$ cat src/rtl/uart_pkg.sv
// Shared types and constants for the UART receive path.
package uart_pkg;

    localparam int UART_DATA_W       = 8;
    localparam int UART_CLKS_PER_BIT = 868;
    localparam int UART_CNT_W        = 16;

    typedef enum logic [2:0] {
        ST_IDLE,
        ST_START,
        ST_DATA,
        ST_PARITY,
        ST_STOP,
        ST_WAIT_HIGH
    } rx_state_t;

    function automatic logic even_parity_ok(input logic [UART_DATA_W-1:0] d, input logic p);
        return ~(^{d, p});
    endfunction

endpackage

$ cat src/rtl/uart_rx_fifo.sv
// Synchronous circular-buffer FIFO holding received bytes; pop is serviced before push,
// so a full queue that is popped in the same cycle still accepts the incoming word.
module uart_rx_fifo
    import uart_pkg::*;
#(
    parameter int DEPTH = 4,
    parameter int WIDTH = UART_DATA_W
) (
    input  logic             clock,
    input  logic             reset,
    input  logic             push,
    input  logic [WIDTH-1:0] din,
    input  logic             pop,
    output logic [WIDTH-1:0] dout,
    output logic             full,
    output logic             empty,
    output logic             accepted
);

    localparam int AW = $clog2(DEPTH);

    logic [AW:0]      wr_ptr;
    logic [AW:0]      rd_ptr;
    logic [WIDTH-1:0] mem [DEPTH];
    logic             do_pop;
    logic             do_push;

    // Extra pointer bit distinguishes full from empty when the indices coincide.
    assign empty    = (wr_ptr == rd_ptr);
    assign full     = (wr_ptr[AW] != rd_ptr[AW]) && (wr_ptr[AW-1:0] == rd_ptr[AW-1:0]);
    assign do_pop   = pop && !empty;
    assign do_push  = push && (!full || do_pop);
    assign accepted = do_push;
    assign dout     = empty ? '0 : mem[rd_ptr[AW-1:0]];

    always_ff @(posedge clock) begin
        if (reset) begin
            wr_ptr <= '0;
            rd_ptr <= '0;
        end else begin
            if (do_push) wr_ptr <= wr_ptr + 1'b1;
            if (do_pop)  rd_ptr <= rd_ptr + 1'b1;
        end
    end

    always_ff @(posedge clock) begin
        if (do_push) mem[wr_ptr[AW-1:0]] <= din;
    end

endmodule

$ cat src/rtl/uart_rx.sv
// UART receiver: 2-flop synchronizer, mid-bit sampling FSM and a byte queue.
// Define UART_RX_PARITY_EN for 8E1 framing with a live io_parityErr; default is 8N1.
module uart_rx
    import uart_pkg::*;
#(
    parameter int CLKS_PER_BIT = UART_CLKS_PER_BIT,
    parameter int FIFO_DEPTH   = 4
) (
    input  logic                   clock,
    input  logic                   reset,
    input  logic                   io_rx,
    output logic [UART_DATA_W-1:0] io_data,
    output logic                   io_valid,
    input  logic                   io_ready,
    output logic                   io_frameErr,
    output logic                   io_parityErr,
    output logic                   io_overrun
);

    localparam logic [UART_CNT_W-1:0] CNT_FULL = UART_CNT_W'(CLKS_PER_BIT - 1);
    localparam logic [UART_CNT_W-1:0] CNT_HALF = UART_CNT_W'(CLKS_PER_BIT / 2 - 1);

    logic                   rx_p0;
    logic                   rx_p1;
    rx_state_t              state;
    logic [UART_CNT_W-1:0]  cnt;
    logic [2:0]             idx;
    logic                   err_flag;
    logic [UART_DATA_W-1:0] shreg;
    logic                   frame_err_r;
    logic                   overrun_r;
    logic                   cnt_zero;
    logic                   push;
    logic                   pop;
    logic                   accepted;
    logic                   fifo_full;
    logic                   fifo_empty;

    assign cnt_zero = (cnt == '0);
    // Push is decoded from the stop-bit sample cycle so io_valid rises on the very next cycle.
    assign push     = (state == ST_STOP) && cnt_zero && rx_p1 && !err_flag;
    assign pop      = io_valid && io_ready;

`ifdef UART_RX_PARITY_EN
    logic parity_err_r;
    assign io_parityErr = parity_err_r;
`else
    assign io_parityErr = 1'b0;
`endif

    always_ff @(posedge clock) begin
        if (reset) begin
            rx_p0       <= 1'b1;
            rx_p1       <= 1'b1;
            state       <= ST_IDLE;
            cnt         <= '0;
            idx         <= '0;
            err_flag    <= 1'b0;
            frame_err_r <= 1'b0;
            overrun_r   <= 1'b0;
`ifdef UART_RX_PARITY_EN
            parity_err_r <= 1'b0;
`endif
        end else begin
            rx_p0       <= io_rx;
            rx_p1       <= rx_p0;
            frame_err_r <= 1'b0;
            overrun_r   <= push && !accepted;
`ifdef UART_RX_PARITY_EN
            parity_err_r <= 1'b0;
`endif
            case (state)
                ST_IDLE: begin
                    if (!rx_p1) begin
                        state <= ST_START;
                        cnt   <= CNT_HALF;
                    end
                end
                ST_START: begin
                    if (cnt_zero) begin
                        if (!rx_p1) begin
                            state    <= ST_DATA;
                            cnt      <= CNT_FULL;
                            idx      <= '0;
                            err_flag <= 1'b0;
                        end else begin
                            state <= ST_IDLE;
                        end
                    end else begin
                        cnt <= cnt - UART_CNT_W'(1);
                    end
                end
                ST_DATA: begin
                    if (cnt_zero) begin
                        cnt <= CNT_FULL;
                        idx <= idx + 3'd1;
                        if (idx == 3'd7) begin
`ifdef UART_RX_PARITY_EN
                            state <= ST_PARITY;
`else
                            state <= ST_STOP;
`endif
                        end
                    end else begin
                        cnt <= cnt - UART_CNT_W'(1);
                    end
                end
`ifdef UART_RX_PARITY_EN
                ST_PARITY: begin
                    if (cnt_zero) begin
                        cnt      <= CNT_FULL;
                        err_flag <= !even_parity_ok(shreg, rx_p1);
                        state    <= ST_STOP;
                    end else begin
                        cnt <= cnt - UART_CNT_W'(1);
                    end
                end
`endif
                ST_STOP: begin
                    if (cnt_zero) begin
                        if (rx_p1) begin
`ifdef UART_RX_PARITY_EN
                            parity_err_r <= err_flag;
`endif
                            state <= ST_IDLE;
                        end else begin
                            // A low stop bit masks any parity result for this frame.
                            frame_err_r <= 1'b1;
                            state       <= ST_WAIT_HIGH;
                        end
                    end else begin
                        cnt <= cnt - UART_CNT_W'(1);
                    end
                end
                ST_WAIT_HIGH: begin
                    if (rx_p1) state <= ST_IDLE;
                end
                default: state <= ST_IDLE;
            endcase
        end
    end

    always_ff @(posedge clock) begin
        if ((state == ST_DATA) && cnt_zero) shreg <= {rx_p1, shreg[UART_DATA_W-1:1]};
    end

    uart_rx_fifo #(
        .DEPTH (FIFO_DEPTH),
        .WIDTH (UART_DATA_W)
    ) u_fifo (
        .clock    (clock),
        .reset    (reset),
        .push     (push),
        .din      (shreg),
        .pop      (pop),
        .dout     (io_data),
        .full     (fifo_full),
        .empty    (fifo_empty),
        .accepted (accepted)
    );

    assign io_valid    = !fifo_empty;
    assign io_frameErr = frame_err_r;
    assign io_overrun  = overrun_r;

endmodule

$ cat config.mk
export PLATFORM = sky130hd
export DESIGN_NAME = uart_rx
export DESIGN_NICKNAME = d
export VERILOG_FILES = /design/src/rtl/uart_pkg.sv /design/src/rtl/uart_rx_fifo.sv /design/src/rtl/uart_rx.sv
export SDC_FILE = /design/constraint.sdc
export NUM_CORES = 1
export LEC_CHECK = 0
export CAP_MARGIN = 10
export CORE_UTILIZATION = 57
export DETAILED_ROUTE_END_ITERATION = 8
export DONT_BUFFER_PORTS = 1
export HOLD_SLACK_MARGIN = 0.15
export PLACE_DENSITY = 0.75
export SYNTH_ARGS = -nofsm -noshare
export SYNTH_HDL_FRONTEND = slang
export SYNTH_SLANG_ARGS = --single-unit
$ cat constraint.sdc
create_clock -name clock -period 2.55 [get_ports clock]
set_clock_uncertainty 0.1 [all_clocks]
set_input_delay 0.255 -clock clock [delete_from_list [all_inputs] [get_ports clock]]
set_output_delay 0.255 -clock clock [all_outputs]
set_load 0.02 [all_outputs]
==> flow_metrics.tcl <==
set metrics [dict create \
    status "completed" \
    vias_per_cell 5.98 \
    period_needed_ns 2.41 \
    grt_max_degree 34 \
    row_count 27 \
    netSwitchingFraction 0.305 \
    finalHoldViolCount 0 \
    synth_warnings 0 \
    coreArea_um2 5640 \
    drt_iter0_markers 157 \
    route.detailed.wl_per_inst_um 16.9 \
    final-setup-viol-count 0 \
    p_sw_mw 0.946 \
    synth_edf_count 40 \
    track_usage 0.236 \
    intPower_mw 2.16 \
    multi_input_area_um2 1430 \
    grt_pass1_vias 2253 \
    synth_area_um2 3400 \
    firstDrtPassIters 6 \
    place_area_um2 3560 \
    dieArea_um2 6280 \
    via_count 2345 \
    syn2layout_area_growth_pct 13.1 \
    die_y_um 79.2 \
    design_area_um2 3850 \
    rsz0062_at_grt "false" \
    drcViolationCount 0 \
    cp_data_required_time_ns 2.68 \
    root_buffer "clkbuf_8" \
    antenna_found_initial 0 \
    synth.avg_cell_area_um2 11.5 \
    worstMarginPinSlew_ns 0.635 \
    postSynth.asyncResetShare 0 \
    cap_violations 0 \
    power_density_nw_per_um2 807 \
    peakVddDrop_uv 572 \
    synth_mux_area_frac 0.0648 \
    die_x_um 79.2 \
    fillers 393 \
    slew-limit-headroom 0.577 \
    layout_commonest_cell "edfxtp_1" \
    power_frac_comb 0.240 \
    final_antenna_net_count 0 \
    syn_inst 297 \
    setup_tns_ns 0 \
    post_cts_buffers 0 \
    io_pins 16 \
    routedLengthMet1_um 3010 \
    holdWs_ns 0.314 \
    cts.sinks 74 \
    start_util 0.603 \
    p_seq_frac 0.432 \
    grt_first_pass_wirelength_um 11000 \
    synth-xor-area-share 0.0206 \
    routed-wl-met3_um 272 \
    clkTransAtPathRegs_ns 0.08 \
    port_buffers 0 \
    dr_wl_met2_um 3260 \
    dpl.cell_count 372 \
    hold_path_class "reg2reg" \
    clock.fmax_mhz 415 \
    drive_gt1_frac 0.200 \
    start_kind "flip-flop" \
    yosysSeqAreaShare 0.553 \
    maxSlewViolCount 0 \
    layout_common_cells "edfxtp_1, dfxtp_1, a21oi_1" \
    synthFlopType "edfxtp_1" \
    critPathArrivalTime_ns 2.54 \
    gp_congestion 0.802 \
    synth_fa_ha_area_frac 0.0331 \
    cts_max_level 3 \
    synth_cell_types 57 \
    n_antenna_cell 0 \
    clk_latency_ns 0.34 \
    nets 328 \
    post-route-util 0.682 \
    p_leak_nw 1.35 \
    cts_buffers 9 \
    path_class "reg2reg" \
    final_cells 392 \
    clk_path_buf_depth 2 \
    cts_tree "yes" \
    crit_path_end_kind "flip-flop" \
    topRoutingLayerUsed "met4" \
    synth_compound_area_frac 0.124 \
    yosys.area_share.simple 0.172 \
    totalWireLength_um 6610 \
    ff_latch_area_um2 1880 \
    dp_hpwl_um 4550 \
    clkPwrFrac 0.327 \
    grt_overflow 0 \
    synth_top_family_by_area "simple AND/OR/NAND/NOR gates" \
    period_share 0.945 \
    syn-num-nets 310 \
    crit_fanout 7 \
    ys_ff_latch 74 \
]
-- per-stage QoR --
| step | setup slack, ns | power, mW |
|---|---|---|
| after floorplan | 0.0624 | 1.86 |
| final | 0.140 | 3.11 |
| after CTS | 0.0307 | 3.10 |
| after detailed placement | 0.0479 | 2.07 |
| after global routing | 0.0454 | 3.25 |
| after global placement | 0.122 | 2.05 |
-- worst max-delay path, stage by stage (launching register included) --
cell	delay [ns]
dfxtp_1	0.35
or4_1	0.65
or4_4	0.62
a21oi_2	0.16
a21oi_1	0.08
a2111oi_1	0.34
-- sequential cells by signal (all words and copies together) (netlist names), named ones only --
| name | flops |
|---|---|
| rx_p1 | 1 |
| idx | 3 |
| cnt | 16 |
| state | 3 |
| io_frameErr | 1 |
| u_fifo.wr_ptr | 3 |
| u_fifo.rd_ptr | 3 |
| shreg | 8 |
| rx_p0 | 1 |
| u_fifo.mem | 32 |
| io_overrun | 1 |
-- power by group through the flow --
stage,registers [mW],logic [mW],clock network (mW)
floorplan,1.36,0.507,0
global placement,1.37,0.688,0
detailed placement,1.37,0.697,0
CTS,1.34,0.724,1.03
global route,1.35,0.817,1.08
finish,1.34,0.747,1.02
-- cell type report --
cell class                 count  area share
sequential                    74       0.489
multi-input combinational    199       0.371
inverter                       8     0.00781
clock buffer                   9      0.0322
timing repair buffer          23      0.0501
clock inverter                 7      0.0263
tap                           72      0.0234
-- per-layer routing --
layer	up-vias	GRT usage
met3	7	0.0644
met2	54	0.385
met4	0	0.0836
met5	-	0
met1	1127	0.301
li1	1157	-
-- kinds of logic after synthesis --
logic type	count (synthesis)
simple gates	107
flops	74
compound gates	62
buf+inv	24
mux	12
fa+ha+maj	9
xor+xnor	8
other cells	1
-- Yosys cell counts, types with 2 or more instances --
cell        n  area, um^2
a31oi_1     6        37.5
nand4b_1    2        17.5
inv_1       8        30.0
dfxtp_1    34         681
nor4_1     10        62.6
nor2_1     21        78.8
or2_2       3        18.8
mux4_2      8         180
a2bb2oi_1   2        17.5
buf_2       3        15.0
and2_1     12        75.1
mux2i_1     4        40.0
clkbuf_1   11        41.3
a211oi_1    3        22.5
or4_1       4        30.0
a21oi_1    22         110
nand2b_1    2        12.5
nand3b_1    3        22.5
o21ai_0     9        45.0
ha_1        9         113
edfxtp_1   40        1200
nor3_1     10        50.1
o211ai_1    2        15.0
xnor2_1     5        43.8
a21o_1      2        15.0
nand2_1    21        78.8
nand3_1     8        40.0
xor2_1      3        26.3
a22oi_1     2        15.0
-- what timing repair did --
item                       in CTS  in global routing
resized for setup               0                  6
hold buffers                    4                  0
setup endpoints to repair       0                 36
hold endpoints to repair       34                  0
-- worst paths after layout --
kind	end	slack, ns	depth (start not counted)	start
worst max register to register	state[0]	0.14	5	cnt[10]
worst min-delay path	rx_p1	0.31	1	rx_p0
worst max-delay path	state[0]	0.14	5	cnt[10]
worst min register to register	rx_p1	0.31	1	rx_p0
(Power assumes the default switching activity.)
